**src/rtl/cnn_pkg.sv**
```systemverilog
// Shared types and sizing helpers for the CNN streaming blocks.
package cnn_pkg;

   typedef enum logic [2:0] {
      StFill,
      StPairL,
      StPairR,
      StEmit0,
      StEmit1,
      StEmit2,
      StEmit3
   } seq_state_e;

   function automatic int unsigned col_w(input int unsigned w);
      return $clog2(w);
   endfunction

   function automatic int unsigned row_w(input int unsigned h);
      return $clog2(h);
   endfunction

endpackage

```
**src/rtl/line_buffer.sv**
```systemverilog
// One-row pixel store: single write port, two combinational read ports.
module line_buffer
   import cnn_pkg::*;
#(
   parameter int unsigned N = 16,
   parameter int unsigned W = 8
) (
   input  logic                 clk_i,
   input  logic                 we_i,
   input  logic [col_w(W)-1:0]  waddr_i,
   input  logic [N-1:0]         wdata_i,
   input  logic [col_w(W)-1:0]  raddr_a_i,
   input  logic [col_w(W)-1:0]  raddr_b_i,
   output logic [N-1:0]         rdata_a_o,
   output logic [N-1:0]         rdata_b_o
);

   // Storage is deliberately unreset; every entry is written before it is read.
   logic [N-1:0] mem_q [W];

   always_ff @(posedge clk_i) begin
      if (we_i) begin
         mem_q[waddr_i] <= wdata_i;
      end
   end

   assign rdata_a_o = mem_q[raddr_a_i];
   assign rdata_b_o = mem_q[raddr_b_i];

endmodule

```
**src/rtl/pool_block_sequencer.sv**
```systemverilog
// Reorders a raster pixel stream into 2x2 blocks (TL, TR, BL, BR) for a max pooler.
module pool_block_sequencer
   import cnn_pkg::*;
#(
   parameter int unsigned N = 16,
   parameter int unsigned W = 8,
   parameter int unsigned H = 8
) (
   input  logic         clk,
   input  logic         reset,
   input  logic         valid_in,
   output logic         in_ready,
   input  logic [N-1:0] din,
   output logic [N-1:0] dout,
   output logic         valid_out,
   output logic         last_out
);

   localparam int unsigned ColW = col_w(W);
   localparam int unsigned RowW = row_w(H);
   localparam logic [ColW-1:0] ColLast = ColW'(W - 1);
   localparam logic [RowW-1:0] RowLast = RowW'(H - 1);

   seq_state_e state_q, state_d;
   logic [ColW-1:0] col_q, col_d;
   logic [RowW-1:0] row_q, row_d;
   logic [N-1:0] hold_l_q, hold_l_d;
   logic [N-1:0] hold_r_q, hold_r_d;
   logic [N-1:0] dout_q, dout_d;
   logic valid_q, valid_d;
   logic last_q, last_d;

   logic xfer;
   logic lb_we;
   logic [N-1:0] lb_left, lb_right;

   line_buffer #(
      .N (N),
      .W (W)
   ) u_line_buffer (
      .clk_i     (clk),
      .we_i      (lb_we),
      .waddr_i   (col_q),
      .wdata_i   (din),
      .raddr_a_i (col_q - 1'b1),
      .raddr_b_i (col_q),
      .rdata_a_o (lb_left),
      .rdata_b_o (lb_right)
   );

   assign in_ready = (state_q == StFill) || (state_q == StPairL) || (state_q == StPairR);
   assign xfer     = valid_in && in_ready;

   always_comb begin
      state_d  = state_q;
      col_d    = col_q;
      row_d    = row_q;
      hold_l_d = hold_l_q;
      hold_r_d = hold_r_q;
      dout_d   = dout_q;
      valid_d  = 1'b0;
      last_d   = 1'b0;
      lb_we    = 1'b0;

      unique case (state_q)
         StFill: begin
            if (xfer) begin
               lb_we = 1'b1;
               if (col_q == ColLast) begin
                  col_d   = '0;
                  row_d   = row_q + 1'b1;
                  state_d = StPairL;
               end else begin
                  col_d = col_q + 1'b1;
               end
            end
         end
         StPairL: begin
            if (xfer) begin
               hold_l_d = din;
               col_d    = col_q + 1'b1;
               state_d  = StPairR;
            end
         end
         StPairR: begin
            if (xfer) begin
               hold_r_d = din;
               state_d  = StEmit0;
            end
         end
         StEmit0: begin
            valid_d = 1'b1;
            dout_d  = lb_left;
            state_d = StEmit1;
         end
         StEmit1: begin
            valid_d = 1'b1;
            dout_d  = lb_right;
            state_d = StEmit2;
         end
         StEmit2: begin
            valid_d = 1'b1;
            dout_d  = hold_l_q;
            state_d = StEmit3;
         end
         StEmit3: begin
            valid_d = 1'b1;
            dout_d  = hold_r_q;
            last_d  = (row_q == RowLast) && (col_q == ColLast);
            if (col_q == ColLast) begin
               col_d   = '0;
               row_d   = (row_q == RowLast) ? '0 : row_q + 1'b1;
               state_d = StFill;
            end else begin
               col_d   = col_q + 1'b1;
               state_d = StPairL;
            end
         end
         default: state_d = StFill;
      endcase
   end

   always_ff @(posedge clk or posedge reset) begin
      if (reset) begin
         state_q  <= StFill;
         col_q    <= '0;
         row_q    <= '0;
         hold_l_q <= '0;
         hold_r_q <= '0;
         dout_q   <= '0;
         valid_q  <= 1'b0;
         last_q   <= 1'b0;
      end else begin
         state_q  <= state_d;
         col_q    <= col_d;
         row_q    <= row_d;
         hold_l_q <= hold_l_d;
         hold_r_q <= hold_r_d;
         dout_q   <= dout_d;
         valid_q  <= valid_d;
         last_q   <= last_d;
      end
   end

   assign dout      = dout_q;
   assign valid_out = valid_q;
   assign last_out  = last_q;

endmodule
```
**config.mk**
```make
export PLATFORM = sky130hd
export DESIGN_NAME = pool_block_sequencer
export DESIGN_NICKNAME = d
export VERILOG_FILES = /design/src/rtl/cnn_pkg.sv /design/src/rtl/line_buffer.sv /design/src/rtl/pool_block_sequencer.sv
export SDC_FILE = /design/constraint.sdc
export NUM_CORES = 1
export LEC_CHECK = 0
export BUFFER_PORTS_ARGS = -buffer_cell sky130_fd_sc_hd__buf_4
export CAP_MARGIN = 20
export CORE_ASPECT_RATIO = 1.5
export CORE_MARGIN = 4
export CORE_UTILIZATION = 50
export CTS_CLUSTER_SIZE = 12
export DETAILED_ROUTE_END_ITERATION = 7
export PLACE_DENSITY_LB_ADDON = 0.2
export REMOVE_ABC_BUFFERS = 1
export SLEW_MARGIN = 5
export SYNTH_ARGS = -nofsm -noshare
export SYNTH_HDL_FRONTEND = slang
export SYNTH_SLANG_ARGS = --single-unit
```
**constraint.sdc**
```tcl
create_clock -name clk -period 5 [get_ports clk]
set_input_delay 0.75 -clock clk [delete_from_list [all_inputs] [get_ports clk]]
set_output_delay 0.75 -clock clk [all_outputs]
set_load 0.005 [all_outputs]
```
; Word level (Yosys, flattened, before mapping)
; Memory sizes are Yosys's and may differ from the RTL's.
; Cells that the tools add are included.
[classes]
n_eq_ne = 13
muxes = 22
reduce_logical = 14
n_addsub = 3
[ops]
columns = op, n
row1 = 16-bit case mux with 4 select lines, 1
row2 = 3-bit two-way mux, 11
row3 = 3-bit case mux with 7 select lines, 1
row4 = 3-bit == test (second input constant), 5
row5 = 3-bit case mux with 3 select lines, 1
row6 = 2-bit inequality test (second input constant), 4
row7 = 4-bit AND reduction, 2
row8 = 1-bit two-way mux, 7
row9 = 3-bit by 1-bit adder with 3-bit output (second input constant), 2
row10 = 3-bit by 2-bit == test with 1-bit output (second input constant), 2
row11 = 3-bit case mux with 2 select lines, 1
row12 = 2-bit AND reduction, 2
row13 = 4-bit nonzero test, 1
row14 = 4-bit OR reduction, 1
row15 = 3-bit by 1-bit == test with 1-bit output (second input constant), 1
row16 = 3-bit zero test, 1
row17 = 3-bit AND reduction, 1
row18 = 3-bit nonzero test, 1
row19 = 3-bit by 1-bit subtractor with 3-bit output (second input constant), 1
row20 = 1-bit logical AND, 2
row21 = 1-bit logical OR, 2
row22 = 2-bit by 1-bit inequality test with 1-bit output (second input constant), 1
row23 = 2-bit nonzero test, 1
[word_totals]
reg_bits = 59
in_bits = 19
memories = 1
ram_bits = 128
wordCells = 61
[mem_list]
columns = memory, depth, width, rd, rd_ports_with_merged_regs, write_ports, line
row1 = u_line_buffer.mem_q, 8, 16, 2, 0, 1, line_buffer.sv:19  ; logic [N-1:0] mem_q [W];

; Longest topological paths before layout
[logic_depth]
word_depth = 8
depth_mapped = 11
ltp_nobuf = 7

; Modules after synthesis
; A second synthesis with hierarchy kept.
[hier_totals]
hier_cells = 501
area_unflattened_um2 = 9151.3
[modules_own_cells]
columns = mod, cells_per_inst, seq_area_each_um2, n_inst, area_per_inst_um2
row1 = line_buffer, 255, 3843.7, 1, 6044.5
row2 = pool_block_sequencer, 246, 1476.4, 1, 3106.7

; Least setup slack after synthesis
; Ideal clock, no wire load.
[synth_timing]
path_type = register -> register
start = reg col_q[2]
end = mem u_line_buffer.mem_q[0][0], enable pin
required_ps = 4591
path_buffers = 3
setup_time_ps = 409
stages_incl_launch_ff = 6
slack_ps = 2151
arrival_ps = 2439
path_cell_list = dfrtp_1 buf_4 buf_2 buf_2 or3_1 nor3_1
[synth_rtl]
columns = item, line
row1 = from (decl), pool_block_sequencer.sv:25  ; logic [ColW-1:0] col_q, col_d;
row2 = from (signal assigned), pool_block_sequencer.sv:135  ; col_q <= col_d;
row3 = to (decl), line_buffer.sv:19
; No word-level cell before the write port.

; Worst setup path after layout
[layout_timing]
start = reg state_q[1]
end = out in_ready
[layout_via]
elab_chain_cells = 3
elab_cells_between_ends = 5
cone_classes = eq/ne (2) / reduce/logical (3)
[layout_rtl]
columns = item, line
row1 = from (decl), pool_block_sequencer.sv:24  ; seq_state_e state_q, state_d;
row2 = from (signal assigned), pool_block_sequencer.sv:125  ; state_q <= StFill;
row3 = from (signal assigned), pool_block_sequencer.sv:134  ; state_q <= state_d;
row4 = 3-bit by 1-bit == test with 1-bit output or 3-bit zero test (tied branches), pool_block_sequencer.sv:51  ; assign in_ready = (state_q == StFill) || (state_q == StPairL) || (state_q == StPairR);
row5 = 1-bit logical OR, pool_block_sequencer.sv:51
row6 = 1-bit logical OR (*), pool_block_sequencer.sv:51
row7 = to (decl), pool_block_sequencer.sv:12  ; output logic in_ready,
; Mark *: on every way between the ends. The rest lies on a longest branch, timed or not.

==> reports/qor.yml <==
sta:
  finalSetupTns_ns: 0
  max_freq_mhz: 318
  hold_viol: 0
  finalHoldWorstSlack_ns: 0.509
  rsz0062_at_grt: "false"
  fin_worst_skew_ns: 0.00812
  setup_viol: 0
  slew_headroom_pct: 28.6
  setup_slack_ns: 1.85
  fin_crit_sh_pct: 63.0
  tightest_slew_ns: 1.07
  finalMaxSlewViolations: 0
  period_needed_ns: 3.15
grt:
  grt_pass1_vias: 6174
  antenna_found_initial: 0
  track_usage_pct: 23.9
  grt_max_degree: 60
  grt_remaining_overflow: 0
  grt_pass1_wl_mm: 36.2
finish:
  fillers: 1416
  finalInstanceArea_mm2: 0.0101
  drive_above_1_share_pct: 26.2
  syn_to_final_growth_pct: 12.3
  antennaDiodeCount: 0
  regArea_mm2: 0.00532
  final_util_pct: 57.6
  final_cell_mix: "128 x edfxtp_1, 91 x nand2_1, 58 x mux2_2"
  layout_commonest_cell: "edfxtp_1"
  finalNetCount: 721
  finalNonFillerCells: 923
  multi_input_area_mm2: 0.00341
synthesis:
  yosys_warnings: 0
  syn_area_per_cell_um2: 13.5
  synth_area_leader_cell: "edfxtp_1"
  ys.flop_type: "edfxtp_1"
  synth_top_area_share_pct: 42.8
  netlist_area_mm2: 0.00898
  ys_async_sr_fraction_pct: 31.6
  seq_area_frac_synth_pct: 59.3
  synthCells: 667
  synth_edf_count: 128
  synth_area_leaders: "edfxtp_1 43%, dfrtp_1 16%, mux2_2 7.3%, mux4_2 5.0%, nand2_1 3.8%"
  ys_ff_latch: 187
  synth_cell_type_count: 49
clocking:
  cts.sinks: 187
  cts-htree-levels: 4
  cts_max_path_buffers: 2
  holdBufCountCts: 0
  clk_pin_slew_ns: 0.07
  post_cts_resized: 0
  tritoncts: "done"
  clk_latency_ns: 0.43
  cts_buffers: 17
  cts_root_buf: "clkbuf_16"
  post_cts_buffers: 0
route:
  viasPerCell: 6.50
  top_layer: "met4"
  ant_nets: 0
  firstDrtPassIters: 7
  drtIter0Drc: 493
  via_count: 6000
  wl_met2_mm: 12.7
  routed_wl_mm: 23.8
  met3WireLength_mm: 1.25
  wl_per_cell_um: 25.8
  drc_errors: 0
  wl_met1_mm: 9.19
die:
  start_util_pct: 51.3
  die_y_um: 172
  dieArea_mm2: 0.0202
  ios: 38
  core_area_mm2: 0.0175
  die_x_um: 117
  rows: 59
place:
  hpwlAfterDp_mm: 15.3
  io_buffers: 37
  pre_cts_ws_ns: 2.09
  dp_cells: 889
  gp_congestion: 0.858
  placed_cell_area_mm2: 0.00947
setup_path:
  cp_top_family: "simple AND/OR/NAND/NOR gates"
  cpMostUsedCell: "buf_4"
  path_buf_inv: 2
  worstPathArrival_ns: 2.40
  worst_path_max_delay_cell: "dfrtp_1"
  end_kind: "output port"
  critPathKind: "reg -> out"
  max_stage_delay_ns: 0.62
  startpoint_type: "register"
  critPathMaxFanout: 12
  reg2reg_slack_ns: 2.08
  critical_path_required_ns: 4.25
  cp_cell_sequence: "and2_1 > nor2_1 > buf_4 > buf_4"
outcome:
  status: "finished clean"
power_and_ir_drop:
  vdd_drop_max_mv: 0.313
  p_leak_nw: 3.77
  powerDensity_mw_per_mm2: 646
  finalPower_mw: 6.52
job:
  cap_violations: 0
hold_path:
  worstHoldPathType: "reg -> reg"
final cells by class:
class                      instances  share of cell area (%)
clock buffer                      17                    4.22
sequential                       187                    52.8
timing repair buffer              59                    4.58
clock inverter                    15                    1.59
multi-input combinational        422                    33.8
tap                              213                    2.64
inverter                          10                   0.372
cell families after synthesis:
family / Yosys count / share of synthesized area (%)
and+or+nand+nor: 189 / 9.41
DFF: 187 / 59.3
AOI/OAI and AO/OA: 116 / 9.42
muxes: 110 / 17.7
buffers and inverters: 58 / 3.27
adders and majority gates: 5 / 0.697
xor gates and xnor gates: 2 / 0.279
flip-flops by register name (all words and copies together), names as in the netlist:
signal               count
col_q                    3
dout                    16
hold_l_q                16
hold_r_q                16
last_out                 1
row_q                    3
state_q                  3
u_line_buffer.mem_q    128
valid_out                1
synth_stat cells, types with 15 or more instances:
master / n
edfxtp_1: 128
nand2_1: 91
dfrtp_1: 59
mux2_2: 58
nand3_1: 31
nor2_1: 31
mux2i_1: 22
mux4_2: 20
buf_2: 19
a21oi_1: 17
a22o_1: 16
o21ai_0: 16
a221oi_1: 15
path summary, 6_finish.rpt:
path | from | to | cells past startpoint
max | state_q[1]$_DFFE_PP0P_ | in_ready | 4
min | hold_r_q[7]$_DFFE_PP0P_ | hold_r_q[7]$_DFFE_PP0P_ | 1
max reg2reg | col_q[2]$_DFFE_PP0P_ | dout[5]$_DFFE_PP0P_ | 7
min reg2reg | hold_r_q[7]$_DFFE_PP0P_ | hold_r_q[7]$_DFFE_PP0P_ | 1
max in group asynchronous | reset | col_q[1]$_DFFE_PP0P_ | 3
min in group asynchronous | reset | hold_r_q[15]$_DFFE_PP0P_ | 3
worst reg2reg max path, stage by stage (launching register included):
cell and delay, ns:
dfrtp_2 0.80, buf_4 0.43, xor2_4 0.79, buf_4 0.31
mux2i_1 0.19, a32oi_1 0.08, nand4_1 0.14, nand2_1 0.06
where the power goes:
part / internal [mW] / switching (mW) / leakage [nW]
logic: 1.25 / 1.62 / 1.62
registers: 1.99 / 0.299 / 1.86
clock network: 0.748 / 0.605 / 0.291
layer usage:
layer / vias up / global-route usage (%)
li1: 2648 / -
met4: 0 / 8.83
met5: - / 0
met3: 42 / 3.99
met1: 3065 / 28.9
met2: 245 / 43.7
Power figures use the tool's default switching activity.
